## config.mk

```make
export PLATFORM = sky130hd
export DESIGN_NAME = muon_decay_sequencer
export DESIGN_NICKNAME = d
export VERILOG_FILES = /design/src/rtl/muon_pkg.sv /design/src/rtl/muon_decay_sequencer_rise_edge.sv /design/src/rtl/muon_decay_sequencer.sv
export SDC_FILE = /design/constraint.sdc
export NUM_CORES = 1
export LEC_CHECK = 0
export ABC_CLOCK_PERIOD_IN_PS = 2450
export BUFFER_PORTS_ARGS = -buffer_cell sky130_fd_sc_hd__buf_2
export CELL_PAD_IN_SITES_DETAIL_PLACEMENT = 1
export CELL_PAD_IN_SITES_GLOBAL_PLACEMENT = 2
export CORE_MARGIN = 8
export CORE_UTILIZATION = 29
export CTS_CLUSTER_SIZE = 24
export DETAILED_ROUTE_END_ITERATION = 8
export HOLD_SLACK_MARGIN = 0.02
export PLACE_DENSITY = 0.81
export REMOVE_ABC_BUFFERS = 1
export SLEW_MARGIN = 20
export SYNTH_ARGS = -nofsm -noshare
export SYNTH_HDL_FRONTEND = slang
export SYNTH_SLANG_ARGS = --single-unit
```

## constraint.sdc

```tcl
create_clock -name clk -period 2.45 [get_ports clk]
set_input_delay 0 -clock clk [delete_from_list [all_inputs] [get_ports clk]]
set_output_delay 0 -clock clk [all_outputs]
set_load 0.02 [all_outputs]
```

## src/rtl/muon_pkg.sv

```systemverilog
// Shared types and default constants for the muon lifetime run controller,
// the coincidence detector and the readout logger.
package muon_pkg;

  typedef enum logic [2:0] {
    IDLE,
    ARMED,
    MEASURE,
    REPORT,
    HOLDOFF
  } state_e;

  localparam int unsigned DEF_TIMEOUT_CYCLES = 2000;
  localparam int unsigned DEF_BLANK_CYCLES   = 4;
  localparam int unsigned DEF_HOLDOFF_CYCLES = 200;
  localparam int unsigned DEF_LT_W           = 16;
  localparam int unsigned DEF_CNT_W          = 16;

endpackage

```

## src/rtl/muon_decay_sequencer_rise_edge.sv

```systemverilog
// One-register rising-edge detector; a level held high yields a single pulse.
module rise_edge (
  input  logic clk,
  input  logic rst,
  input  logic sig,
  output logic rise_c
);

  logic sig_q;

  always_ff @(posedge clk) begin
    if (rst) sig_q <= 1'b0;
    else     sig_q <= sig;
  end

  assign rise_c = sig & ~sig_q;

endmodule

```

## src/rtl/muon_decay_sequencer.sv

```systemverilog
// Run controller for the two-paddle muon lifetime measurement: arm, time start->stop,
// report over valid/ready, hold off. Define MUON_TIMESTAMP_EN to add res_timestamp.
module muon_decay_sequencer
  import muon_pkg::*;
#(
  parameter int unsigned TIMEOUT_CYCLES = DEF_TIMEOUT_CYCLES,
  parameter int unsigned BLANK_CYCLES   = DEF_BLANK_CYCLES,
  parameter int unsigned HOLDOFF_CYCLES = DEF_HOLDOFF_CYCLES,
  parameter int unsigned LT_W           = DEF_LT_W,
  parameter int unsigned CNT_W          = DEF_CNT_W
) (
  input  logic             clk,
  input  logic             rst,
  input  logic             run_en,
  input  logic             coinc_in,
  input  logic             decay_in,
  output logic             arm,
  output logic             res_valid,
  input  logic             res_ready,
  output logic [LT_W-1:0]  res_lifetime,
`ifdef MUON_TIMESTAMP_EN
  output logic [31:0]      res_timestamp,
`endif
  output logic [CNT_W-1:0] decay_count,
  output logic [CNT_W-1:0] timeout_count,
  output logic             busy
);

  localparam logic [LT_W-1:0] TIMEOUT_LIM = LT_W'(TIMEOUT_CYCLES);
  localparam logic [LT_W-1:0] BLANK_LIM   = LT_W'(BLANK_CYCLES);
  localparam logic [LT_W-1:0] HOLDOFF_LIM = LT_W'(HOLDOFF_CYCLES);
  localparam logic [LT_W-1:0] CNT_ONE     = LT_W'(1);

  state_e          state;
  logic [LT_W-1:0] cnt;
  logic            coinc_rise_c;
  logic            decay_rise_c;

  rise_edge u_coinc_edge (
    .clk    (clk),
    .rst    (rst),
    .sig    (coinc_in),
    .rise_c (coinc_rise_c)
  );

  rise_edge u_decay_edge (
    .clk    (clk),
    .rst    (rst),
    .sig    (decay_in),
    .rise_c (decay_rise_c)
  );

`ifdef MUON_TIMESTAMP_EN
  logic [31:0] ts;

  always_ff @(posedge clk) begin
    if (rst) ts <= 32'd0;
    else     ts <= ts + 32'd1;
  end
`endif

  // cnt times the measurement window in MEASURE and the dead time in HOLDOFF
  always_ff @(posedge clk) begin
    if (rst) begin
      state         <= IDLE;
      cnt           <= '0;
      arm           <= 1'b0;
      res_valid     <= 1'b0;
      res_lifetime  <= '0;
      decay_count   <= '0;
      timeout_count <= '0;
      busy          <= 1'b0;
`ifdef MUON_TIMESTAMP_EN
      res_timestamp <= 32'd0;
`endif
    end else begin
      case (state)
        IDLE: begin
          if (run_en) begin
            state <= ARMED;
            arm   <= 1'b1;
          end
        end
        ARMED: begin
          if (!run_en) begin
            state <= IDLE;
            arm   <= 1'b0;
          end else if (coinc_rise_c) begin
            state <= MEASURE;
            arm   <= 1'b0;
            busy  <= 1'b1;
            cnt   <= CNT_ONE;
`ifdef MUON_TIMESTAMP_EN
            res_timestamp <= ts;
`endif
          end
        end
        MEASURE: begin
          // a valid stop is tested before the timeout so a stop at the limit still reports
          if (decay_rise_c && (cnt > BLANK_LIM)) begin
            state        <= REPORT;
            res_valid    <= 1'b1;
            res_lifetime <= cnt;
          end else if (cnt == TIMEOUT_LIM) begin
            state <= HOLDOFF;
            cnt   <= CNT_ONE;
            if (timeout_count != '1) timeout_count <= timeout_count + CNT_W'(1);
          end else begin
            cnt <= cnt + CNT_ONE;
          end
        end
        REPORT: begin
          if (res_ready) begin
            state     <= HOLDOFF;
            res_valid <= 1'b0;
            cnt       <= CNT_ONE;
            if (decay_count != '1) decay_count <= decay_count + CNT_W'(1);
          end
        end
        HOLDOFF: begin
          if (cnt == HOLDOFF_LIM) begin
            busy <= 1'b0;
            if (run_en) begin
              state <= ARMED;
              arm   <= 1'b1;
            end else begin
              state <= IDLE;
            end
          end else begin
            cnt <= cnt + CNT_ONE;
          end
        end
        default: begin
          state     <= IDLE;
          arm       <= 1'b0;
          res_valid <= 1'b0;
          busy      <= 1'b0;
        end
      endcase
    end
  end

endmodule
```

==> metrics.txt <==
status=finished with violations; failing checks=negative setup slack; routability cong.=approximately 0.79; final WL=approximately 10 mm; FF-to-FF path depth=9; # setup viols final=6; Netlist Area Pre-Place=3366 µm²; full die area=between 15000 and 20000 µm²; Worst Clk Skew=7.419 ps; synth-to-layout area growth=35.39%; FF-to-FF Start=cnt[0]; Wirelength per Cell=14.85 µm; first-pass GRT wire length=16.04 mm; post-route insts no fill=between 600 and 700; via count=about 3.3k; Starting Density=0.2960; root buf cell=clkbuf_16; critical path class=reg -> reg; fin crit share=1.054; Critical Path Fanout Max=6; initial antenna violation count=0; final hold vios=0; CP max stage delay=roughly 480 ps; maximum VDD drop=307.7 µV; Slew @ Worst Pin=approximately 560 ps; Post-synth EDFFs=0; Residual DRC=0; Cell Rows=39; total gr overflow=0; Max Slew Vio Count=0; Worst setup EP type=register; pwr dens=~650 nW/µm²; Clock Sink Count=a little over 70; layout cells sized above 1=0.2807; hold crit path type=in -> reg; final hold slack=slightly below 30 ps; Hold EP=arm; hold path depth=3; CTS Buf Count=9; Initial DRT Pass Iterations=4; unrepaired setup endpoints after global routing=yes; min-delay src=run_en; Mapped Cells=~420; Die Y=about 120 µm; GR Util met2=0.2124; PortBufs=56; GR Layer Usage met3=0.03128; Reg area=roughly 1400 µm²; multi-input logic area=around 1900 µm²; TritonCTS clock tree=built; DP Cell Count=approximately 630; most common cell after layout, fill and taps aside=dfxtp_1; Seq cells post-synth=a little over 70; DP Wirelength=between 7 and 8 mm; top_reg_cell synth=dfxtp_1; Slew headroom=0.6246; vias in the first global route=3364; ANT cells=0; r2r setup slk=-130 ps; DRT iter0 DRCs=between 100 and 150; Filler cells=1365; synth unique cells=48; post-synthesis sequential area ratio=0.4283; M1 GR Usage=0.1620; core area=around 11000 µm²; Worst Slack Setup Final=-131.7 ps; Max Root-Sink Buffers=2; average size of a mapped cell=8.110 µm²; nets@finish=~520; H-tree depth=3; Bufs and invs on worst path=2; busiest grt layer=met2; YS warnings=0; die width=approximately 120 µm; setup TNS=-509.5 ps; crit path launch type=register; Max Freq=387.3 MHz; Worst path slowest cell=or4b_4; crit path time final=2582 ps; CP cell instances=inv_2 > ha_4 > or4b_4 > nor4_4 > o21ai_2 > or4_4 > buf_6 > or3_4 > a21oi_2; WP data required=2710 ps; clk slew on worst S/H paths=about 60 ps; Leak=roughly 1.7 nW; Worst R2R End=timeout_count[4]; Clk Latency, worst-skew pair=330 ps; # IOs=57; largest net degree at the start of global routing=35; CP arrival=2840 ps; total global-route track usage=0.1310; ys async rst share=0; Crit path max-delay family=simple AND/OR/NAND/NOR gates; commonest cells after routing, fill and taps aside=dfxtp_1, buf_2, nand2_1; # Max-Cap Violations=0; Via density=around 5; ANT nets after route=0
## cells in the mapped netlist (10+ instances only)
| cell type | instances | area [µm²] |
|---|---|---|
| xor2_1 | 17 | 148.9 |
| nand4_1 | 11 | 68.82 |
| clkbuf_1 | 18 | 67.56 |
| nand2_1 | 55 | 206.5 |
| inv_1 | 12 | 45.04 |
| a21oi_1 | 40 | 200.2 |
| nor2_1 | 45 | 168.9 |
| or3_1 | 15 | 93.84 |
| dfxtp_1 | 72 | 1441 |
| or4_1 | 10 | 75.07 |
| o21ai_0 | 15 | 75.07 |
| nand3_1 | 21 | 105.1 |
## worst reg2reg max path, cell delays in order, from the launching register on
cell,delay (ps)
dfxtp_2,320
inv_2,70
ha_4,130
or4b_4,480
nor4_4,340
o21ai_2,110
or4_4,450
buf_6,150
or3_4,330
a21oi_2,140
## through the flow
| stage | instance area [µm²] | util | power, mW | setup WS [ps] |
|---|---|---|---|---|
| 6_report | 4557 | 0.4008 | 2.965 | -131.7 |
| 5_1_grt | 4557 | 0.4008 | 3.083 | -219.2 |
| 4_1_cts | 4433 | 0.3899 | 2.980 | -153.6 |
| 3_5_place_dp | 4025 | 0.3540 | 1.500 | -245.6 |
| 3_3_place_gp | 4025 | 0.3540 | 1.492 | -57.82 |
| 2_1_floorplan | 3288 | - | 1.378 | -259.7 |
## layer usage
| layer | part of all wire | vias to the layer above |
|---|---|---|
| li1 | - | 1651 |
| met1 | 0.46 | 1571 |
| met2 | 0.48 | 49 |
| met3 | 0.043 | 11 |
| met4 | 0.017 | 0 |
| met5 | 0 | - |
## how the worst max path moves through the flow
stage | cells after the start | start | to
floorplan | 6 | cnt[6] | cnt[15]
global placement | 9 | cnt[0] | timeout_count[4]
detailed placement | 9 | cnt[0] | timeout_count[4]
CTS | 9 | cnt[0] | timeout_count[4]
global route | 9 | cnt[0] | timeout_count[8]
finish | 9 | cnt[0] | timeout_count[4]
## what timing repair did
item / in CTS / in global routing
pin swaps: 5 / 14
setup endpoints to repair: 8 / 33
hold endpoints to repair: 2 / 0
gates resized for setup: 10 / 21
gates cloned: 0 / 0
hold buffers: 2 / 0
buffers inserted: 3 / 6
## flip-flops by register name (all words and copies together) (netlist names)
register            count
arm                     1
busy                    1
cnt                    16
decay_count            16
res_lifetime           16
res_valid               1
state                   3
timeout_count          16
u_coinc_edge.sig_q      1
u_decay_edge.sig_q      1
## report_power, final
group	internal [mW]	switching [mW]	leakage (nW)	total, mW
clock network	0.922	0.519	0.151	1.44
registers	1.19	0.0214	0.582	1.21
logic	0.137	0.173	1.01	0.310
total	2.25	0.713	1.74	2.96
## logic make-up after synthesis
logic type / Yosys count / share of synthesized area
XOR/XNOR: 26 / 0.06766
AND/OR/NAND/NOR: 194 / 0.2952
AO/OA/AOI/OAI: 83 / 0.1457
buffers and inverters: 32 / 0.03643
multiplexers: 4 / 0.01190
flip-flops: 72 / 0.4283
adder cells (fa/ha/maj): 4 / 0.01487
## layout make-up
type	count	area share
Sequential cell	72	0.3169
Timing Repair Buffer	102	0.1417
Tap cell	143	0.03926
Clock inverter	6	0.02004
Clock buffer	10	0.05244
Multi-Input combinational cell	311	0.4198
Inverter	12	0.009885
No activity file was read; power rests on OpenSTA's default activity.
